[src/rtl/pf_multi_source_queue.sv]
// pf_multi_source_queue
//   Prefetch request front end for the L2 prefetch port. Each prefetch engine
//   owns a small FIFO. Requests for blocks issued recently are dropped against
//   a FIFO-replaced filter, and the survivors are round-robin arbitrated onto
//   the single pf_req channel.
//
// Ports
//   clock, reset        : clock and synchronous active-high reset
//   in_valid/in_ready   : per-source handshake (one bit per source)
//   in_tag/in_set/...   : packed per-source request fields, source i at [i*W +: W]
//   flush               : invalidate every filter entry at the next edge
//   pf_req_valid/ready  : downstream handshake
//   pf_req_bits_*       : granted FIFO head, driven combinationally
//   drop_cnt            : saturating count of filtered requests
//   grant_src           : index of the source being presented (held when idle)
module pf_multi_source_queue #(
  parameter int NUM_SRC = 2,
  parameter int TAG_W   = 21,
  parameter int SET_W   = 9,
  parameter int SRC_W   = 7,
  parameter int QDEPTH  = 4,
  parameter int FILT_N  = 8,
  localparam int GRANT_W = (NUM_SRC > 1) ? $clog2(NUM_SRC) : 1
) (
  input  logic                       clock,
  input  logic                       reset,
  input  logic [NUM_SRC-1:0]         in_valid,
  output logic [NUM_SRC-1:0]         in_ready,
  input  logic [NUM_SRC*TAG_W-1:0]   in_tag,
  input  logic [NUM_SRC*SET_W-1:0]   in_set,
  input  logic [NUM_SRC-1:0]         in_needT,
  input  logic [NUM_SRC*SRC_W-1:0]   in_source,
  input  logic [NUM_SRC-1:0]         in_isBOP,
  input  logic                       flush,
  input  logic                       pf_req_ready,
  output logic                       pf_req_valid,
  output logic [TAG_W-1:0]           pf_req_bits_tag,
  output logic [SET_W-1:0]           pf_req_bits_set,
  output logic                       pf_req_bits_needT,
  output logic [SRC_W-1:0]           pf_req_bits_source,
  output logic                       pf_req_bits_isBOP,
  output logic [15:0]                drop_cnt,
  output logic [GRANT_W-1:0]         grant_src
);

  localparam int PTR_W  = $clog2(QDEPTH) + 1;
  localparam int IDX_W  = PTR_W - 1;
  localparam int FPTR_W = (FILT_N > 1) ? $clog2(FILT_N) : 1;

  typedef struct packed {
    logic [TAG_W-1:0] tag;
    logic [SET_W-1:0] set;
    logic             needT;
    logic [SRC_W-1:0] source;
    logic             isBOP;
  } req_t;

  req_t               fifo_mem [NUM_SRC][QDEPTH];
  logic [PTR_W-1:0]   wr_ptr   [NUM_SRC];
  logic [PTR_W-1:0]   rd_ptr   [NUM_SRC];
  req_t               in_req   [NUM_SRC];
  logic [NUM_SRC-1:0] empty, full, accept, drop, push, pop;

  logic [FILT_N-1:0]  filt_valid;
  logic [FILT_N-1:0]  filt_needT;
  logic [TAG_W-1:0]   filt_tag [FILT_N];
  logic [SET_W-1:0]   filt_set [FILT_N];
  logic [FPTR_W-1:0]  filt_wptr;

  logic [GRANT_W-1:0] rr_ptr, grant, last_grant;
  logic               lock, fire;
  req_t               head;
  logic [4:0]         drop_num;
  logic [16:0]        drop_sum;

  // FIFO status, unpacking of the request buses and the filter lookup.
  // The lookup always sees the filter contents from before this edge, so a
  // same-cycle fire or flush never affects the drop decision of this cycle.
  always_comb begin
    drop_num = '0;
    for (int i = 0; i < NUM_SRC; i++) begin
      in_req[i]        = '0;
      in_req[i].tag    = in_tag[i*TAG_W +: TAG_W];
      in_req[i].set    = in_set[i*SET_W +: SET_W];
      in_req[i].needT  = in_needT[i];
      in_req[i].source = in_source[i*SRC_W +: SRC_W];
      in_req[i].isBOP  = in_isBOP[i];
      empty[i] = (wr_ptr[i] == rd_ptr[i]);
      full[i]  = (wr_ptr[i][PTR_W-1] != rd_ptr[i][PTR_W-1]) &&
                 (wr_ptr[i][IDX_W-1:0] == rd_ptr[i][IDX_W-1:0]);
      in_ready[i] = !full[i];
      accept[i]   = in_valid[i] && !full[i];
      drop[i]     = 1'b0;
      for (int f = 0; f < FILT_N; f++) begin
        // A needT request that hits a needT=0 entry is an upgrade, not a repeat.
        if (filt_valid[f] && (filt_tag[f] == in_req[i].tag) &&
            (filt_set[f] == in_req[i].set) && (filt_needT[f] || !in_req[i].needT))
          drop[i] = accept[i];
      end
      push[i]  = accept[i] && !drop[i];
      drop_num = drop_num + 5'(drop[i]);
    end
    drop_sum = {1'b0, drop_cnt} + 17'(drop_num);
  end

  // Round-robin grant. While a presented request is stalled the previous
  // grant is held so the output bits cannot change before the handshake.
  always_comb begin
    logic                found;
    logic [GRANT_W-1:0]  cand;
    found        = 1'b0;
    cand         = '0;
    grant        = last_grant;
    pf_req_valid = |(~empty);
    if (!lock) begin
      for (int off = 1; off <= NUM_SRC; off++) begin
        cand = GRANT_W'((int'(rr_ptr) + off) % NUM_SRC);
        if (!found && !empty[cand]) begin
          grant = cand;
          found = 1'b1;
        end
      end
    end
    head = fifo_mem[grant][rd_ptr[grant][IDX_W-1:0]];
    fire = pf_req_valid && pf_req_ready;
    for (int i = 0; i < NUM_SRC; i++)
      pop[i] = fire && (grant == GRANT_W'(i));
    grant_src = pf_req_valid ? grant : last_grant;
  end

  assign pf_req_bits_tag    = head.tag;
  assign pf_req_bits_set    = head.set;
  assign pf_req_bits_needT  = head.needT;
  assign pf_req_bits_source = head.source;
  assign pf_req_bits_isBOP  = head.isBOP;

  // Control state: pointers, arbitration state, filter valid bits, counter.
  always_ff @(posedge clock) begin
    if (reset) begin
      for (int i = 0; i < NUM_SRC; i++) begin
        wr_ptr[i] <= '0;
        rd_ptr[i] <= '0;
      end
      filt_valid <= '0;
      filt_wptr  <= '0;
      rr_ptr     <= GRANT_W'(NUM_SRC - 1);
      last_grant <= '0;
      lock       <= 1'b0;
      drop_cnt   <= '0;
    end else begin
      for (int i = 0; i < NUM_SRC; i++) begin
        if (push[i]) wr_ptr[i] <= wr_ptr[i] + 1'b1;
        if (pop[i])  rd_ptr[i] <= rd_ptr[i] + 1'b1;
      end
      drop_cnt <= drop_sum[16] ? 16'hFFFF : drop_sum[15:0];
      lock     <= pf_req_valid && !pf_req_ready;
      if (pf_req_valid) last_grant <= grant;
      if (fire) begin
        rr_ptr                <= grant;
        filt_valid[filt_wptr] <= 1'b1;
        filt_wptr             <= filt_wptr + 1'b1;
      end
      // Placed last so it overrides a same-cycle filter write.
      if (flush) filt_valid <= '0;
    end
  end

  // Storage arrays; their contents only matter where a valid bit or pointer
  // says so, so they need no reset.
  always_ff @(posedge clock) begin
    for (int i = 0; i < NUM_SRC; i++)
      if (push[i]) fifo_mem[i][wr_ptr[i][IDX_W-1:0]] <= in_req[i];
    if (fire) begin
      filt_tag[filt_wptr]   <= head.tag;
      filt_set[filt_wptr]   <= head.set;
      filt_needT[filt_wptr] <= head.needT;
    end
  end

endmodule

[config.mk]
export PLATFORM = sky130hd
export DESIGN_NAME = pf_multi_source_queue
export DESIGN_NICKNAME = d
export VERILOG_FILES = /design/src/rtl/pf_multi_source_queue.sv
export SDC_FILE = /design/constraint.sdc
export NUM_CORES = 1
export LEC_CHECK = 0
export CAP_MARGIN = 20
export CORE_ASPECT_RATIO = 1.5
export CORE_MARGIN = 2
export CORE_UTILIZATION = 30
export DETAILED_ROUTE_END_ITERATION = 8
export PLACE_DENSITY = 0.55
export SYNTH_ARGS = -nofsm -noshare
export SYNTH_HDL_FRONTEND = slang
export SYNTH_SLANG_ARGS = --single-unit
[constraint.sdc]
create_clock -name clock -period 6.6 [get_ports clock]
set_input_delay 1.98 -clock clock [delete_from_list [all_inputs] [get_ports clock]]
set_output_delay 1.98 -clock clock [all_outputs]
set_load 0.02 [all_outputs]
==> reports/qor.txt <==
Synthesized Nets -> 1854
clk_lat worst skew -> 670 ps
#FFs+latches synth -> 602
Initial Util -> 30.3%
YS warnings -> 0
CP Launch Point -> wr_ptr[0][3]$_SDFFCE_PN0P_
most frequent cells in the layout -> edfxtp_1 (572), xnor2_1 (330), buf_4 (211), xor2_1 (172), clkdlybuf4s50_1 (142)
Final Wtd Congestion -> 0.952
largest net degree at the start of global routing -> 57
Worst Setup Slack, final -> 156 ps
global-route wire length before repair -> 149000 microns
Initial DRC Count -> 1277
Cell variety after synth -> 44
drt pass-1 iters -> 7
CP arrival -> 4460 ps
TritonCTS clock tree -> done
P per Cell Area -> 392 nW/um^2
final wirelength -> 111000 microns
Num CTS Buffers -> 59
Crit-path slowest cell -> clkdlybuf4s50_1
Tot GR Track Use -> 23.8%
Hold Startpoint -> rr_ptr$_SDFFE_PP1P_
outcome -> finished, violations left
Fin. Hold Viols -> 0
I/O Pins -> 143
worst path cell trace -> xor2_1, or3_1, a32oi_4, mux2i_4, buf_12, mux4_2, a21o_1, clkdlybuf4s50_1
post-synthesis sequential area ratio -> 66.0%
Max Fclk -> 0.155 GHz
critical path fanouts, max -> 56
Rows -> 134
Fill cells -> 8394
Area growth, synth to finish -> 24.2%
DRC Markers -> 32
clk sinks -> 602
Worst Reg-to-Reg Cells -> 14
antenna violations before repair -> 4
via density per instance -> 5.06
IO buf count -> 142
core area -> 89000 sq um
number of synthesized flops with an enable pin -> 572
pre-CTS WS -> 46.1 ps
full die area -> 92300 sq um
Synth top area share -> 63.7%
Mapped Area -> 26900 sq um
vias in the first global route -> 17300
Final #Nets -> 2191
gr ovfl total -> 0
failing checks -> design-rule violations
Slew headroom -> 41.2%
root buf cell -> clkbuf_16
CP Capture Type -> output port
Pleak -> 11.3 nW
final worst-path cycle share -> 97.6%
cells after synthesis -> 1757
final slew viol count -> 0
Async SR Flop Fraction -> 0%
cell taking the most area after synthesis -> edfxtp_1
vias -> 16700
dpl hpwl -> 83600 microns
crit path launch type -> flop
Setup CP Type -> flop to output port
Primary FF master, synth -> edfxtp_1
Clock Pin Slew Worst Setup and Hold Paths -> 70 ps
Max Root-Sink Buffers -> 3
H-tree lvl count -> 2
placed instance count -> 3188
Die W -> 249 microns
final instance count without filler cells -> 3304
final worst path period need -> 6440 ps
VDD IR max -> 0.215 mV
top post-synthesis cells by area -> edfxtp_1 (64%), xnor2_1 (11%), xor2_1 (5.6%), mux2i_1 (2.9%), mux4_2 (2.9%)
Routed WL per cell -> 33.5 microns
commonest non-fill, non-tap cell in the layout -> edfxtp_1
endpoints failing setup -> 0
Avg Inst Size Synth -> 15.3 sq um
WHS Path Cells -> 1
CP max stage delay -> 730 ps
Hold Crit Class -> flop to flop
RR Startpoint -> filt_set[1][1]$_DFFE_PP_
slack of the worst reg-to-reg path -> 2480 ps
maxcap violations -> 0
Worst Tran Pin Value -> 880 ps
layout cells sized above 1 -> 17.6%
Chip Height -> 371 microns
clock skew -> 50.2 ps
CP required -> 4620 ps
antenna viol nets, final -> 0
-- final cells by class --
type	count	area, sq um	area share [%]
Inverter	13	48.8	0.146
Antenna cell	4	10.0	0.0299
Sequential cell	602	17800	53.1
Timing Repair Buffer	374	3430	10.3
Multi-Input combinational cell	1044	8760	26.2
Clock buffer	68	1530	4.58
Clock inverter	43	455	1.36
Tap cell	1156	1450	4.32
-- metal layers --
metal | vias to the layer above | global-route usage, % | share of wire (%)
met5 | - | 0 | 0
met4 | 0 | 11.4 | 5.4
met3 | 144 | 2.36 | 3.5
met2 | 462 | 44.4 | 53
met1 | 8876 | 27.1 | 38
li1 | 7249 | - | -
-- sequential cells by signal, indices dropped and copies added, names as in the netlist --
signal,flops
last_grant,1
filt_tag,168
rr_ptr,1
rd_ptr,6
filt_wptr,3
drop_cnt,16
filt_set,72
wr_ptr,6
filt_needT,8
lock,1
filt_valid,8
fifo_mem,312
-- Yosys cell counts (all sizes together) (4+ instances only) --
cell    instances
edfxtp        572
xnor2         330
xor2          172
nand4          82
mux2i          79
clkbuf         77
nor4           65
a21o           39
o22ai          36
mux4           35
nand3          34
dfxtp          30
nand2          25
buf            21
nor2           21
a21oi          20
nand2b         15
inv            13
ha             12
and2           10
nor3            8
o21a            8
a211oi          7
o211ai          7
and3            5
o21ai           5
a211o           4
a22oi           4
-- worst max-delay path, delay by kind of cell (launching register included) --
family	cells	cell delay, ps
xor+xnor	1	210
simple gates	1	400
compound gates	2	880
mux	2	660
flops	1	490
buf+inv	2	1030
-- path summary, 6_finish.rpt --
path,end
setup / recovery,pf_req_bits_set[3]
setup reg to reg,drop_cnt[0]$_SDFF_PP0_
hold / removal,rr_ptr$_SDFFE_PP1P_
hold reg to reg,rr_ptr$_SDFFE_PP1P_
-- per-stage QoR --
stage	util [%]	instance area, sq um	power, mW	hold slack [ps]	setup TNS [ps]
6_report	37.6	33500	13.1	474	0
5_1_grt	37.6	33500	13.6	506	-6.26
4_1_cts	37.5	33400	13.3	475	0
3_5_place_dp	35.3	31400	9.71	458	0
3_3_place_gp	35.3	31400	9.70	449	-114
2_1_floorplan	-	26900	7.37	426	0
-- logic make-up (layout without fill, tap and decap cells) --
kind of cell	Yosys count	count (layout)	synth area share, %
other	0	4	0
adder cells (fa/ha/maj)	13	13	0.631
buffers and inverters	111	498	1.79
AO/OA/AOI/OAI	135	135	3.46
multiplexers	116	116	5.94
AND/OR/NAND/NOR	278	278	5.89
flip-flops	602	602	66.0
XOR/XNOR	502	502	16.3
-- where the power goes --
group	internal [mW]	total, mW	switching [mW]
Combinational	1.52	4.33	2.81
Sequential	5.06	5.26	0.197
Clock	1.98	3.53	1.55
Total	8.57	13.1	4.55
-- timing repair --
action / 4_1_cts / 5_1_grt
resized for setup: 0 / 1
setup endpoints to repair: 0 / 1
buffers inserted: 0 / 0
hold buffers: 0 / 0
Note: power is estimated with default switching activity, not from simulation.
